`src/rtl/player_sprite_plotter_pkg.sv`:
```
// Shared constants and FSM state type for the player sprite plotter.
package player_sprite_plotter_pkg;

  localparam int          SPRITE_SIZE = 5;
  localparam int          SPRITE_HALF = 2;
  localparam logic [23:0] BG_COLOUR   = 24'h000000;

  typedef enum logic [1:0] {
    IDLE   = 2'd0,
    ERASE  = 2'd1,
    DRAW   = 2'd2,
    FINISH = 2'd3
  } state_t;

endpackage

```
`src/rtl/player_sprite_plotter_if.sv`:
```
// Pixel-write bus from the plotter to the VGA adapter.
interface player_sprite_plotter_if;

  logic [7:0]  vga_x;
  logic [6:0]  vga_y;
  logic [23:0] vga_colour;
  logic        plot;

  modport master (output vga_x, output vga_y, output vga_colour, output plot);
  modport slave  (input  vga_x, input  vga_y, input  vga_colour, input  plot);

endinterface

```
`src/rtl/sprite_scan_counter.sv`:
```
// Row-major dx/dy walker over the sprite box; last marks the final pixel.
module sprite_scan_counter
  import player_sprite_plotter_pkg::*;
(
  input  logic       clk,
  input  logic       reset,
  input  logic       clear,
  input  logic       en,
  output logic [2:0] dx,
  output logic [2:0] dy,
  output logic       last
);

  localparam logic [2:0] MAX_IDX = 3'(SPRITE_SIZE - 1);

  logic [2:0] dx_q, dx_d;
  logic [2:0] dy_q, dy_d;

  always_comb begin
    dx_d = dx_q;
    dy_d = dy_q;
    if (clear) begin
      dx_d = 3'd0;
      dy_d = 3'd0;
    end else if (en) begin
      if (dx_q == MAX_IDX) begin
        dx_d = 3'd0;
        dy_d = (dy_q == MAX_IDX) ? 3'd0 : dy_q + 3'd1;
      end else begin
        dx_d = dx_q + 3'd1;
      end
    end
  end

  always_ff @(posedge clk) begin
    if (reset) begin
      dx_q <= 3'd0;
      dy_q <= 3'd0;
    end else begin
      dx_q <= dx_d;
      dy_q <= dy_d;
    end
  end

  assign dx   = dx_q;
  assign dy   = dy_q;
  assign last = (dx_q == MAX_IDX) && (dy_q == MAX_IDX);

endmodule

```
`src/rtl/player_sprite_plotter.sv`:
```
// Moves the player heart: erases the old 5x5 box (if one was drawn), then
// draws the new one, writing one pixel per cycle to the VGA adapter.
module player_sprite_plotter
  import player_sprite_plotter_pkg::*;
#(
  parameter int SCREEN_W = 160,
  parameter int SCREEN_H = 120,
  parameter int INIT_X   = 80,
  parameter int INIT_Y   = 60
) (
  input  logic                           clk,
  input  logic                           reset,
  input  logic                           start,
  input  logic [7:0]                     new_x,
  input  logic [6:0]                     new_y,
  input  logic [7:0]                     pix_red,
  input  logic [7:0]                     pix_green,
  input  logic [7:0]                     pix_blue,
  output logic [7:0]                     player_x,
  output logic [6:0]                     player_y,
  output logic [7:0]                     scan_x,
  output logic [6:0]                     scan_y,
  player_sprite_plotter_if.master        vga,
  output logic                           busy,
  output logic                           done,
  output state_t                         state_dbg,
  output logic [2:0]                     scan_dx_dbg,
  output logic [2:0]                     scan_dy_dbg
);

  localparam logic [8:0] X_LIM   = 9'(SCREEN_W);
  localparam logic [7:0] Y_LIM   = 8'(SCREEN_H);
  localparam logic [2:0] DX_MAX  = 3'(SPRITE_SIZE - 1);
  localparam logic [7:0] HALF_X  = 8'(SPRITE_HALF);
  localparam logic [6:0] HALF_Y  = 7'(SPRITE_HALF);
  localparam logic [7:0] ROW_REW = 8'(SPRITE_SIZE - 1);

  state_t      state_q, state_d;
  logic        drawn_q, drawn_d;
  logic [7:0]  tgt_x_q, tgt_x_d;
  logic [6:0]  tgt_y_q, tgt_y_d;
  logic [7:0]  player_x_q, player_x_d;
  logic [6:0]  player_y_q, player_y_d;
  logic [7:0]  scan_x_q, scan_x_d;
  logic [6:0]  scan_y_q, scan_y_d;
  logic [7:0]  vga_x_q, vga_x_d;
  logic [6:0]  vga_y_q, vga_y_d;
  logic [23:0] vga_colour_q, vga_colour_d;
  logic        plot_q, plot_d;

  logic        cnt_clear, cnt_en, cnt_last;
  logic [2:0]  cnt_dx, cnt_dy;
  logic        scanning;

  sprite_scan_counter u_scan (
    .clk   (clk),
    .reset (reset),
    .clear (cnt_clear),
    .en    (cnt_en),
    .dx    (cnt_dx),
    .dy    (cnt_dy),
    .last  (cnt_last)
  );

  always_comb begin
    state_d      = state_q;
    drawn_d      = drawn_q;
    tgt_x_d      = tgt_x_q;
    tgt_y_d      = tgt_y_q;
    player_x_d   = player_x_q;
    player_y_d   = player_y_q;
    scan_x_d     = scan_x_q;
    scan_y_d     = scan_y_q;
    cnt_clear    = 1'b0;
    cnt_en       = 1'b0;
    scanning     = (state_q == ERASE) || (state_q == DRAW);
    // The output stage captures the pixel being scanned this cycle, colour included.
    vga_x_d      = scan_x_q;
    vga_y_d      = scan_y_q;
    vga_colour_d = (state_q == DRAW) ? {pix_red, pix_green, pix_blue} : BG_COLOUR;
    plot_d       = scanning && ({1'b0, scan_x_q} < X_LIM) && ({1'b0, scan_y_q} < Y_LIM);

    case (state_q)
      IDLE: begin
        if (start) begin
          tgt_x_d   = new_x;
          tgt_y_d   = new_y;
          cnt_clear = 1'b1;
          if (drawn_q) begin
            state_d  = ERASE;
            scan_x_d = player_x_q - HALF_X;
            scan_y_d = player_y_q - HALF_Y;
          end else begin
            state_d    = DRAW;
            drawn_d    = 1'b1;
            player_x_d = new_x;
            player_y_d = new_y;
            scan_x_d   = new_x - HALF_X;
            scan_y_d   = new_y - HALF_Y;
          end
        end
      end
      ERASE, DRAW: begin
        cnt_en = 1'b1;
        if (cnt_last) begin
          if (state_q == ERASE) begin
            state_d    = DRAW;
            drawn_d    = 1'b1;
            cnt_clear  = 1'b1;
            player_x_d = tgt_x_q;
            player_y_d = tgt_y_q;
            scan_x_d   = tgt_x_q - HALF_X;
            scan_y_d   = tgt_y_q - HALF_Y;
          end else begin
            state_d = FINISH;
          end
        end else if (cnt_dx == DX_MAX) begin
          scan_x_d = scan_x_q - ROW_REW;
          scan_y_d = scan_y_q + 7'd1;
        end else begin
          scan_x_d = scan_x_q + 8'd1;
        end
      end
      FINISH: state_d = IDLE;
      default: state_d = IDLE;
    endcase
  end

  always_ff @(posedge clk) begin
    if (reset) begin
      state_q      <= IDLE;
      drawn_q      <= 1'b0;
      tgt_x_q      <= 8'd0;
      tgt_y_q      <= 7'd0;
      player_x_q   <= 8'(INIT_X);
      player_y_q   <= 7'(INIT_Y);
      scan_x_q     <= 8'd0;
      scan_y_q     <= 7'd0;
      vga_x_q      <= 8'd0;
      vga_y_q      <= 7'd0;
      vga_colour_q <= 24'd0;
      plot_q       <= 1'b0;
    end else begin
      state_q      <= state_d;
      drawn_q      <= drawn_d;
      tgt_x_q      <= tgt_x_d;
      tgt_y_q      <= tgt_y_d;
      player_x_q   <= player_x_d;
      player_y_q   <= player_y_d;
      scan_x_q     <= scan_x_d;
      scan_y_q     <= scan_y_d;
      vga_x_q      <= vga_x_d;
      vga_y_q      <= vga_y_d;
      vga_colour_q <= vga_colour_d;
      plot_q       <= plot_d;
    end
  end

  assign player_x       = player_x_q;
  assign player_y       = player_y_q;
  assign scan_x         = scan_x_q;
  assign scan_y         = scan_y_q;
  assign vga.vga_x      = vga_x_q;
  assign vga.vga_y      = vga_y_q;
  assign vga.vga_colour = vga_colour_q;
  assign vga.plot       = plot_q;
  assign busy           = (state_q != IDLE);
  assign done           = (state_q == FINISH);
  assign state_dbg      = state_q;
  assign scan_dx_dbg    = cnt_dx;
  assign scan_dy_dbg    = cnt_dy;

endmodule

```
`src/flat_wrapper.sv`:
```
// flat-port wrapper written by rule: the top's interface ports become plain ports
module player_sprite_plotter_flat import player_sprite_plotter_pkg::*;
#(
  parameter int SCREEN_W = 160,
  parameter int SCREEN_H = 120,
  parameter int INIT_X   = 80,
  parameter int INIT_Y   = 60
)
  (clk, reset, start, new_x, new_y, pix_red, pix_green, pix_blue, player_x, player_y, scan_x, scan_y, busy, done, state_dbg, scan_dx_dbg, scan_dy_dbg, vga_vga_x, vga_vga_y, vga_vga_colour, vga_plot);
  player_sprite_plotter_if vga_i ();
  input  logic clk;
  input  logic reset;
  input  logic start;
  input  logic [7:0] new_x;
  input  logic [6:0] new_y;
  input  logic [7:0] pix_red;
  input  logic [7:0] pix_green;
  input  logic [7:0] pix_blue;
  output logic [7:0] player_x;
  output logic [6:0] player_y;
  output logic [7:0] scan_x;
  output logic [6:0] scan_y;
  output logic busy;
  output logic done;
  output state_t state_dbg;
  output logic [2:0] scan_dx_dbg;
  output logic [2:0] scan_dy_dbg;
  output wire logic [$bits(vga_i.vga_x)-1:0] vga_vga_x;
  output wire logic [$bits(vga_i.vga_y)-1:0] vga_vga_y;
  output wire logic [$bits(vga_i.vga_colour)-1:0] vga_vga_colour;
  output wire logic [$bits(vga_i.plot)-1:0] vga_plot;
  assign vga_vga_x = vga_i.vga_x;
  assign vga_vga_y = vga_i.vga_y;
  assign vga_vga_colour = vga_i.vga_colour;
  assign vga_plot = vga_i.plot;
  player_sprite_plotter #(.SCREEN_W(SCREEN_W), .SCREEN_H(SCREEN_H), .INIT_X(INIT_X), .INIT_Y(INIT_Y)) u_core (.clk(clk), .reset(reset), .start(start), .new_x(new_x), .new_y(new_y), .pix_red(pix_red), .pix_green(pix_green), .pix_blue(pix_blue), .player_x(player_x), .player_y(player_y), .scan_x(scan_x), .scan_y(scan_y), .vga(vga_i), .busy(busy), .done(done), .state_dbg(state_dbg), .scan_dx_dbg(scan_dx_dbg), .scan_dy_dbg(scan_dy_dbg));
endmodule
```
`config.mk`:
```
export PLATFORM = sky130hd
export DESIGN_NAME = player_sprite_plotter_flat
export DESIGN_NICKNAME = d
export VERILOG_FILES = /design/src/rtl/player_sprite_plotter_pkg.sv /design/src/rtl/player_sprite_plotter_if.sv /design/src/rtl/sprite_scan_counter.sv /design/src/rtl/player_sprite_plotter.sv /design/src/flat_wrapper.sv
export SDC_FILE = /design/constraint.sdc
export NUM_CORES = 1
export LEC_CHECK = 0
export ABC_AREA = 1
export BUFFER_PORTS_ARGS = -buffer_cell sky130_fd_sc_hd__buf_4
export CAP_MARGIN = 15
export CORE_AREA = 2 2 101 103
export CTS_BUF_LIST = sky130_fd_sc_hd__clkbuf_8
export DETAILED_ROUTE_END_ITERATION = 12
export DIE_AREA = 0 0 103 105
export PLACE_DENSITY = 0.8
export SYNTH_ARGS = -nofsm -noshare
export SYNTH_HDL_FRONTEND = slang
export SYNTH_SLANG_ARGS = --single-unit
```
`constraint.sdc`:
```
create_clock -name clk -period 4.3 [get_ports clk]
set_input_delay 0 -clock clk [delete_from_list [all_inputs] [get_ports clk]]
set_output_delay 0 -clock clk [all_outputs]
set_load 0.1 [all_outputs]
```
==> results.sh, run 1 <==
export IMPL_outcome="complete, no violations"
export IMPL_grt_pass1_vias=4761
export IMPL_ios=122
export IMPL_drive_gt1_share_pct=19.47
export IMPL_powerDensity_mw_per_mm2=775.0
export IMPL_clk_latency_ps=370
export IMPL_drc=0
export IMPL_clk_pin_slew_worst_paths_ps=100
export IMPL_top_usage_layer="met2"
export IMPL_cp_cell_sequence="inv_1 -> ha_1 -> buf_4 -> inv_2 -> o22ai_1 -> nand3_2 -> clkinv_2 -> o21ai_0 -> a31oi_1"
export IMPL_num_rows=36
export IMPL_nets=882
export IMPL_clock_sinks=94
export IMPL_rsz0062_at_grt="false"
export IMPL_synth_seq_cells=94
export IMPL_hold_class="primary input to register"
export IMPL_ctsHoldBuffers=40
export IMPL_synth_cells=672
export IMPL_core_area_mm2=0.009639
export IMPL_crit_type="register to register"
export IMPL_post_cts_setup_buffers=0
export IMPL_fin_worst_skew_ps=10.63
export IMPL_die_area_mm2=0.01082
export IMPL_synthArstFlopShare_pct=0
export IMPL_report_final_hold_viol_count=0
export IMPL_ys_flop_type="dfxtp_1"
export IMPL_drt_pass1_iter_count=5
export IMPL_crit_path_end_kind="register"
export IMPL_internal_power_mw=2.085
export IMPL_crit_required_ps=4590
export IMPL_ant_nets=0
export IMPL_critical_path_max_fanout=34
export IMPL_area_delta_synth_final_pct=33.18
export IMPL_io_buffers=121
export IMPL_synth_area_per_cell_um2=7.025
export IMPL_cts_max_level=3
export IMPL_synth_area_leaders="dfxtp_1, nand2_1, inv_1"
export IMPL_clkPwrFrac_pct=13.0
export IMPL_start_kind="register"
export IMPL_gp_congestion=0.9023
export IMPL_crit_slowest_cell="dfxtp_1"
export IMPL_fin_crit_sh_pct=63.70
export IMPL_drt_total_wl_um=13540
export IMPL_slew_headroom_pct=46.33
export IMPL_switchingPower_mw=2.787
export IMPL_yosysTopAreaCell="dfxtp_1"
export IMPL_use_met2_pct=45.13
export IMPL_met3_usage_pct=3.946
export IMPL_arrival_ps=3030
export IMPL_cts_resized_gates=0
export IMPL_root_buffer="clkbuf_8"
export IMPL_ir_drop_mv=0.6398
export IMPL_cap_violations=0
export IMPL_antenna_found_initial=0
export IMPL_antennaDiodeCount=0
export IMPL_syn_num_nets=732
export IMPL_syn_area_mm2=0.004721
export IMPL_drv_slew=0
export IMPL_seqPwrFrac_pct=26.3
export IMPL_post_route_min_period_ps=2739
export IMPL_place_hpwl_um=9489
export IMPL_overflow=0
export IMPL_cts_tree="built"
export IMPL_cp_slowest_stage_delay_ps=400
export IMPL_first_iter_violations=249
export IMPL_cts_buffer_depth=2
export IMPL_via_per_inst=5.156
export IMPL_leakagePower_nw=3.217
export IMPL_path_buf_inv=4
export IMPL_ys_types=40
export IMPL_synth_edf_count=0
export IMPL_fmax_ghz=0.3651
export IMPL_die_w_um=103
export IMPL_initial_core_util_pct=48.97
export IMPL_fin_setup_tns_ps=0
export IMPL_yosysSeqAreaShare_pct=39.86
export IMPL_gr_usage_all_layers_pct=25.31
export IMPL_setup_violations=0
export IMPL_wl_per_cell_um=14.10
export IMPL_met1_usage_pct=28.90
export IMPL_p_sw_share_pct=57.21
export IMPL_p_comb_share_pct=60.7
export IMPL_grt_start_max_net_pins=39
export IMPL_die_h_um=105
export IMPL_cp_top_family="buffers and inverters"
export IMPL_holdWs_ps=88.73
export IMPL_cts_buffers=9
export IMPL_ys_warn_count=0
export IMPL_tightest_slew_ps=803.1
export IMPL_synth_top_area_share_pct=39.86
export IMPL_routed_via_count=4950
export IMPL_grt_pass1_wl_um=21780
-- worst paths after layout --
check | slack, ps | end | cells past startpoint | from
min reg2reg | 480 | u_core.player_y[1] | 2 | u_core.player_y[1]
min | 90 | u_core.drawn_q | 5 | start
max | 1560 | u_core.player_x[7] | 9 | u_core.state_dbg[0]
max reg2reg | 1560 | u_core.player_x[7] | 9 | u_core.state_dbg[0]
-- stage by stage --
step | area, um2 | utilization, % | power [mW] | cells | worst slack, ps
2_1_floorplan | 4721 | - | 3.608 | 672 | 1506
3_3_place_gp | 5673 | 58.85 | 4.140 | 904 | 1830
3_5_place_dp | 5673 | 58.85 | 4.188 | 904 | 1673
4_1_cts | 6287 | 65.23 | 4.858 | 960 | 1598
5_1_grt | 6287 | 65.23 | 5.148 | 960 | 1315
6_report | 6287 | 65.23 | 4.873 | 960 | 1561
-- power by group through the flow --
stage               clock network (mW)  logic [mW]  registers [mW]
floorplan                            0        1.19            2.42
CTS                              0.643        2.94            1.28
global placement                     0        2.85            1.29
detailed placement                   0        2.89            1.29
global route                     0.678        3.16            1.31
finish                           0.632        2.96            1.28
-- Yosys cell counts, drive strengths merged (4+ instances only) --
| cell | n |
|---|---|
| nand2 | 144 |
| inv | 111 |
| dfxtp | 94 |
| nor2 | 83 |
| o21ai | 60 |
| a21oi | 47 |
| nand3 | 36 |
| ha | 18 |
| buf | 14 |
| o211ai | 13 |
| clkbuf | 11 |
| a31oi | 8 |
| nand4 | 4 |
| nor3 | 4 |
-- area by class of cell --
type,instances,area (um2)
inverter,112,421.7
fill,839,3352
sequential,94,1882
clock buffer,10,137.6
multi-input combinational,441,2272
tap,133,166.4
clock inverter,6,76.32
timing repair buffer,164,1331
-- flip-flops by register name, summed over array words and instances, names as in the netlist --
register	count
u_core.u_scan.dx	3
u_core.tgt_x_q	8
u_core.state_dbg	2
u_core.player_x	8
u_core.player_y	7
u_core.vga.plot	1
u_core.tgt_y_q	7
u_core.vga.vga_x	8
u_core.u_scan.dy	3
u_core.scan_y	7
u_core.drawn_q	1
u_core.vga.vga_colour	24
u_core.scan_x	8
u_core.vga.vga_y	7
-- per-layer routing --
metal  up-vias  part of all wire, %
li1       2447                    -
met1      2311                   40
met2       160                   53
met3        32                  4.4
met4         0                  3.0
met5         -                    0
-- cells by family after synthesis --
group / share of synthesized area (%)
XOR/XNOR: 1.113
buffers and inverters: 12.01
AND/OR/NAND/NOR: 25.60
AO/OA/AOI/OAI: 16.64
adder cells (fa/ha/maj): 4.771
flip-flops: 39.86
-- tightest hold or removal path, stage by stage --
cell	delay (ps)
buf_4	110
inv_1	40
nand2_1	80
nand4_1	110
a21oi_1	60
-- cell usage in the layout (no fill, tap or decap), types with 2 or more instances in the layout --
master and instances:
dlygate4sd3_1 40, nand2_1 139, o21a_1 2, o21ai_1 2
nand2_2 2, nand3_1 35, a31oi_1 8, or2_2 3
nand3b_1 2, nor2_8 2, buf_4 124, nor2_2 2
nor2_4 2, dfxtp_1 94, nor2_1 77, inv_6 3
xnor2_1 3, a211oi_1 2, nand2_4 3, o221ai_1 3
xor2_1 3, inv_2 3, nand4_1 4, o21ai_0 57
inv_1 108, clkbuf_8 10, a21oi_1 46, ha_1 18
nor3_1 4, o211ai_1 13
No activity file was read; power rests on OpenSTA's default activity.
==> run 2, diff against run 1 <==
ABC_AREA = 0   (was 1)
CORE_AREA = 2 2 99 101   (was 2 2 101 103)
DIE_AREA = 0 0 101 103   (was 0 0 103 105)
PLACE_DENSITY = 0.81   (was 0.8)
clock period = 2.8 ns   (was 4.3 ns; I/O delays follow)
==> run 2 against run 1 <==
Compared with the run above:
- fmax rose by 14%
- critical path type unchanged
- hold slack improved by 15 ps
- final area fell by 2.1%
- largest power group unchanged
==> results.sh, run 2 <==
export IMPL_outcome="complete, no violations"
export IMPL_final_cells=787
export IMPL_fin_worst_skew_ps=16.99
export IMPL_gp_congestion=0.8501
export IMPL_overflow=0
export IMPL_ys_flop_type="dfxtp_1"
export IMPL_largest_register_ffs=24
export IMPL_dp_cells=732
export IMPL_place_hpwl_um=8609
export IMPL_crit_type="register to register"
export IMPL_r2r_start="u_core.u_scan.dx[0]"
export IMPL_drc=0
export IMPL_hold_class="primary input to register"
export IMPL_arrival_ps=2610
export IMPL_crit_slowest_cell="a211oi_1"
export IMPL_cts_buffer_depth=2
export IMPL_ys_warn_count=0
export IMPL_synth_top_area_share_pct=40.98
export IMPL_internal_power_mw=3.305
export IMPL_synthArstFlopShare_pct=0
export IMPL_grt_pass1_vias=4057
export IMPL_clock_sinks=94
export IMPL_die_w_um=101
export IMPL_layout_commonest_cell="buf_4"
export IMPL_p_comb_share_pct=60.8
export IMPL_hp_start="start"
export IMPL_die_area_mm2=0.01040
export IMPL_antenna_found_initial=0
export IMPL_drt_pass1_iter_count=5
export IMPL_report_final_hold_viol_count=0
export IMPL_ios=122
export IMPL_clkPwrFrac_pct=12.4
export IMPL_fmax_ghz=0.4171
export IMPL_setup_violations=0
export IMPL_synth_seq_cells=94
export IMPL_drv_slew=0
export IMPL_crit_path_end_kind="register"
export IMPL_syn_area_mm2=0.004592
export IMPL_cp_slowest_stage_delay_ps=480
export IMPL_die_h_um=103
export IMPL_cts_buffers=9
export IMPL_fin_crit_sh_pct=85.63
export IMPL_drt_total_wl_um=12490
export IMPL_rsz0062_at_grt="false"
export IMPL_crit_required_ps=3010
export IMPL_post_synth_top_count_cell="dfxtp_1"
export IMPL_initial_core_util_pct=48.54
export IMPL_cp_cell_sequence="inv_1 -> ha_1 -> and4_4 -> a211oi_1 -> nand2_1 -> nor3_1 -> a2111oi_2"
export IMPL_nets=729
export IMPL_seqPwrFrac_pct=26.9
export IMPL_routed_via_count=4303
export IMPL_gr_usage_all_layers_pct=23.99
export IMPL_ys_types=59
export IMPL_synth_cells=520
export IMPL_synth_area_per_cell_um2=8.831
export IMPL_layout_common_cells="buf_4, dfxtp_1, nand2_1"
export IMPL_slew_headroom_pct=52.90
export IMPL_yosysTopAreaCell="dfxtp_1"
export IMPL_critical_path_max_fanout=16
export IMPL_clk_pin_slew_worst_paths_ps=90
export IMPL_cts_tree="built"
export IMPL_synth_edf_count=0
export IMPL_powerDensity_mw_per_mm2=1191
export IMPL_via_per_inst=5.468
export IMPL_syn_num_nets=580
export IMPL_antennaDiodeCount=0
export IMPL_wl_per_cell_um=15.87
export IMPL_switchingPower_mw=4.022
export IMPL_path_buf_inv=1
export IMPL_io_buffers=121
export IMPL_core_area_mm2=0.009459
export IMPL_ir_drop_mv=0.7021
export IMPL_yosysSeqAreaShare_pct=40.98
export IMPL_drive_gt1_share_pct=23.33
export IMPL_num_rows=36
export IMPL_start_kind="register"
export IMPL_ant_nets=0
export IMPL_synth_area_leaders="dfxtp_1, mux2i_1, ha_1"
export IMPL_synth_top_cells_by_count="dfxtp_1, nand2_1, nor2_1, a21oi_1, mux2i_1"
export IMPL_root_buffer="clkbuf_8"
export IMPL_grt_start_max_net_pins=67
export IMPL_cp_top_family="simple AND/OR/NAND/NOR gates"
export IMPL_post_route_min_period_ps=2398
export IMPL_cap_violations=0
export IMPL_totalPowerFinal_mw=7.327
export IMPL_clk_latency_ps=360
export IMPL_cts_max_level=3
export IMPL_p_sw_share_pct=54.89
export IMPL_tightest_slew_ps=706.5
export IMPL_grt_pass1_wl_um=19780
export IMPL_area_delta_synth_final_pct=34.01
export IMPL_fillers=755
export IMPL_leakagePower_nw=2.653
export IMPL_first_iter_violations=415
export IMPL_fin_setup_tns_ps=0
export IMPL_startpoint="u_core.u_scan.dx[0]"
[run 2: cell count changes after synthesis, sizes merged, moves of 16 or more]
cell,previous run,this run
o21ai,60,12
and2,0,26
inv,111,16
nand3,36,9
nand2,144,51
nor2,83,51
mux2i,0,33
a211oi,2,18
[run 2: logic make-up (layout without fill, tap and decap cells)]
group	after synthesis	after routing	share of synthesized area, %
simple gates	196	196	21.72
compound gates	107	107	15.56
flops	94	94	40.98
buf+inv	46	199	4.632
mux	34	34	7.439
xor+xnor	25	25	4.768
fa+ha+maj	18	18	4.905
[run 2: final cells by class]
cell class              instances  area, um2  share of cell area (%)
clock buffers                   9      123.9                   2.013
inverters                      16      63.81                   1.037
multi-input cells             380       2497                   40.59
clock inverters                 6      70.07                   1.139
flip-flops and latches         94       1884                   30.62
repair buffers                168       1371                   22.29
well taps                     114      142.6                   2.318
[run 2: worst reg2reg max path: stages (launching register included)]
cell	delay, ps
dfxtp_1	420
inv_1	70
ha_1	310
and4_4	310
a211oi_1	490
nand2_1	280
nor3_1	300
a2111oi_2	80
[run 2: path summary, 6_finish.rpt]
kind                                             to  slack (ps)  depth (start not counted)
worst max-delay path               u_core.scan_x[7]         400                          7
worst min-delay path            u_core.state_dbg[1]         100                          4
worst max register to register     u_core.scan_x[7]         400                          7
worst min register to register    u_core.tgt_x_q[0]         490                          2
[run 2: power groups by stage]
stage	sequential [mW]	combinational (mW)	clock, mW
2_1_floorplan	3.71	1.72	0
3_3_place_gp	1.97	4.32	0
3_5_place_dp	1.99	4.37	0
4_1_cts	1.96	4.43	0.913
5_1_grt	2.01	4.71	0.992
6_report	1.97	4.45	0.906
[run 2: through the flow]
stage / hold slack, ps / worst slack (ps) / instance area [um2] / util (%)
detailed placement: 206.2 / 467.0 / 5562 / 58.80
CTS: 92.38 / 439.2 / 6146 / 64.97
global route: 165.0 / 161.1 / 6153 / 65.05
floorplan: 121.7 / 131.0 / 4598 / -
finish: 104.1 / 402.3 / 6153 / 65.05
global placement: 206.4 / 661.6 / 5562 / 58.80
[run 2: per-layer routing]
layer | wire, um | GRT usage, % | vias up
met2 | 6086 | 40.56 | 201
met5 | 0 | 0 | -
met1 | 5334 | 30.89 | 1981
met4 | 130 | 5.821 | 0
li1 | - | - | 2108
met3 | 941 | 6.169 | 13
[run 2: timing repair]
action / CTS / global route
hold buffers: 39 / 0
endpoints found under the hold margin: 39 / 0
resized for setup: 0 / 0
setup buffers: 0 / 0
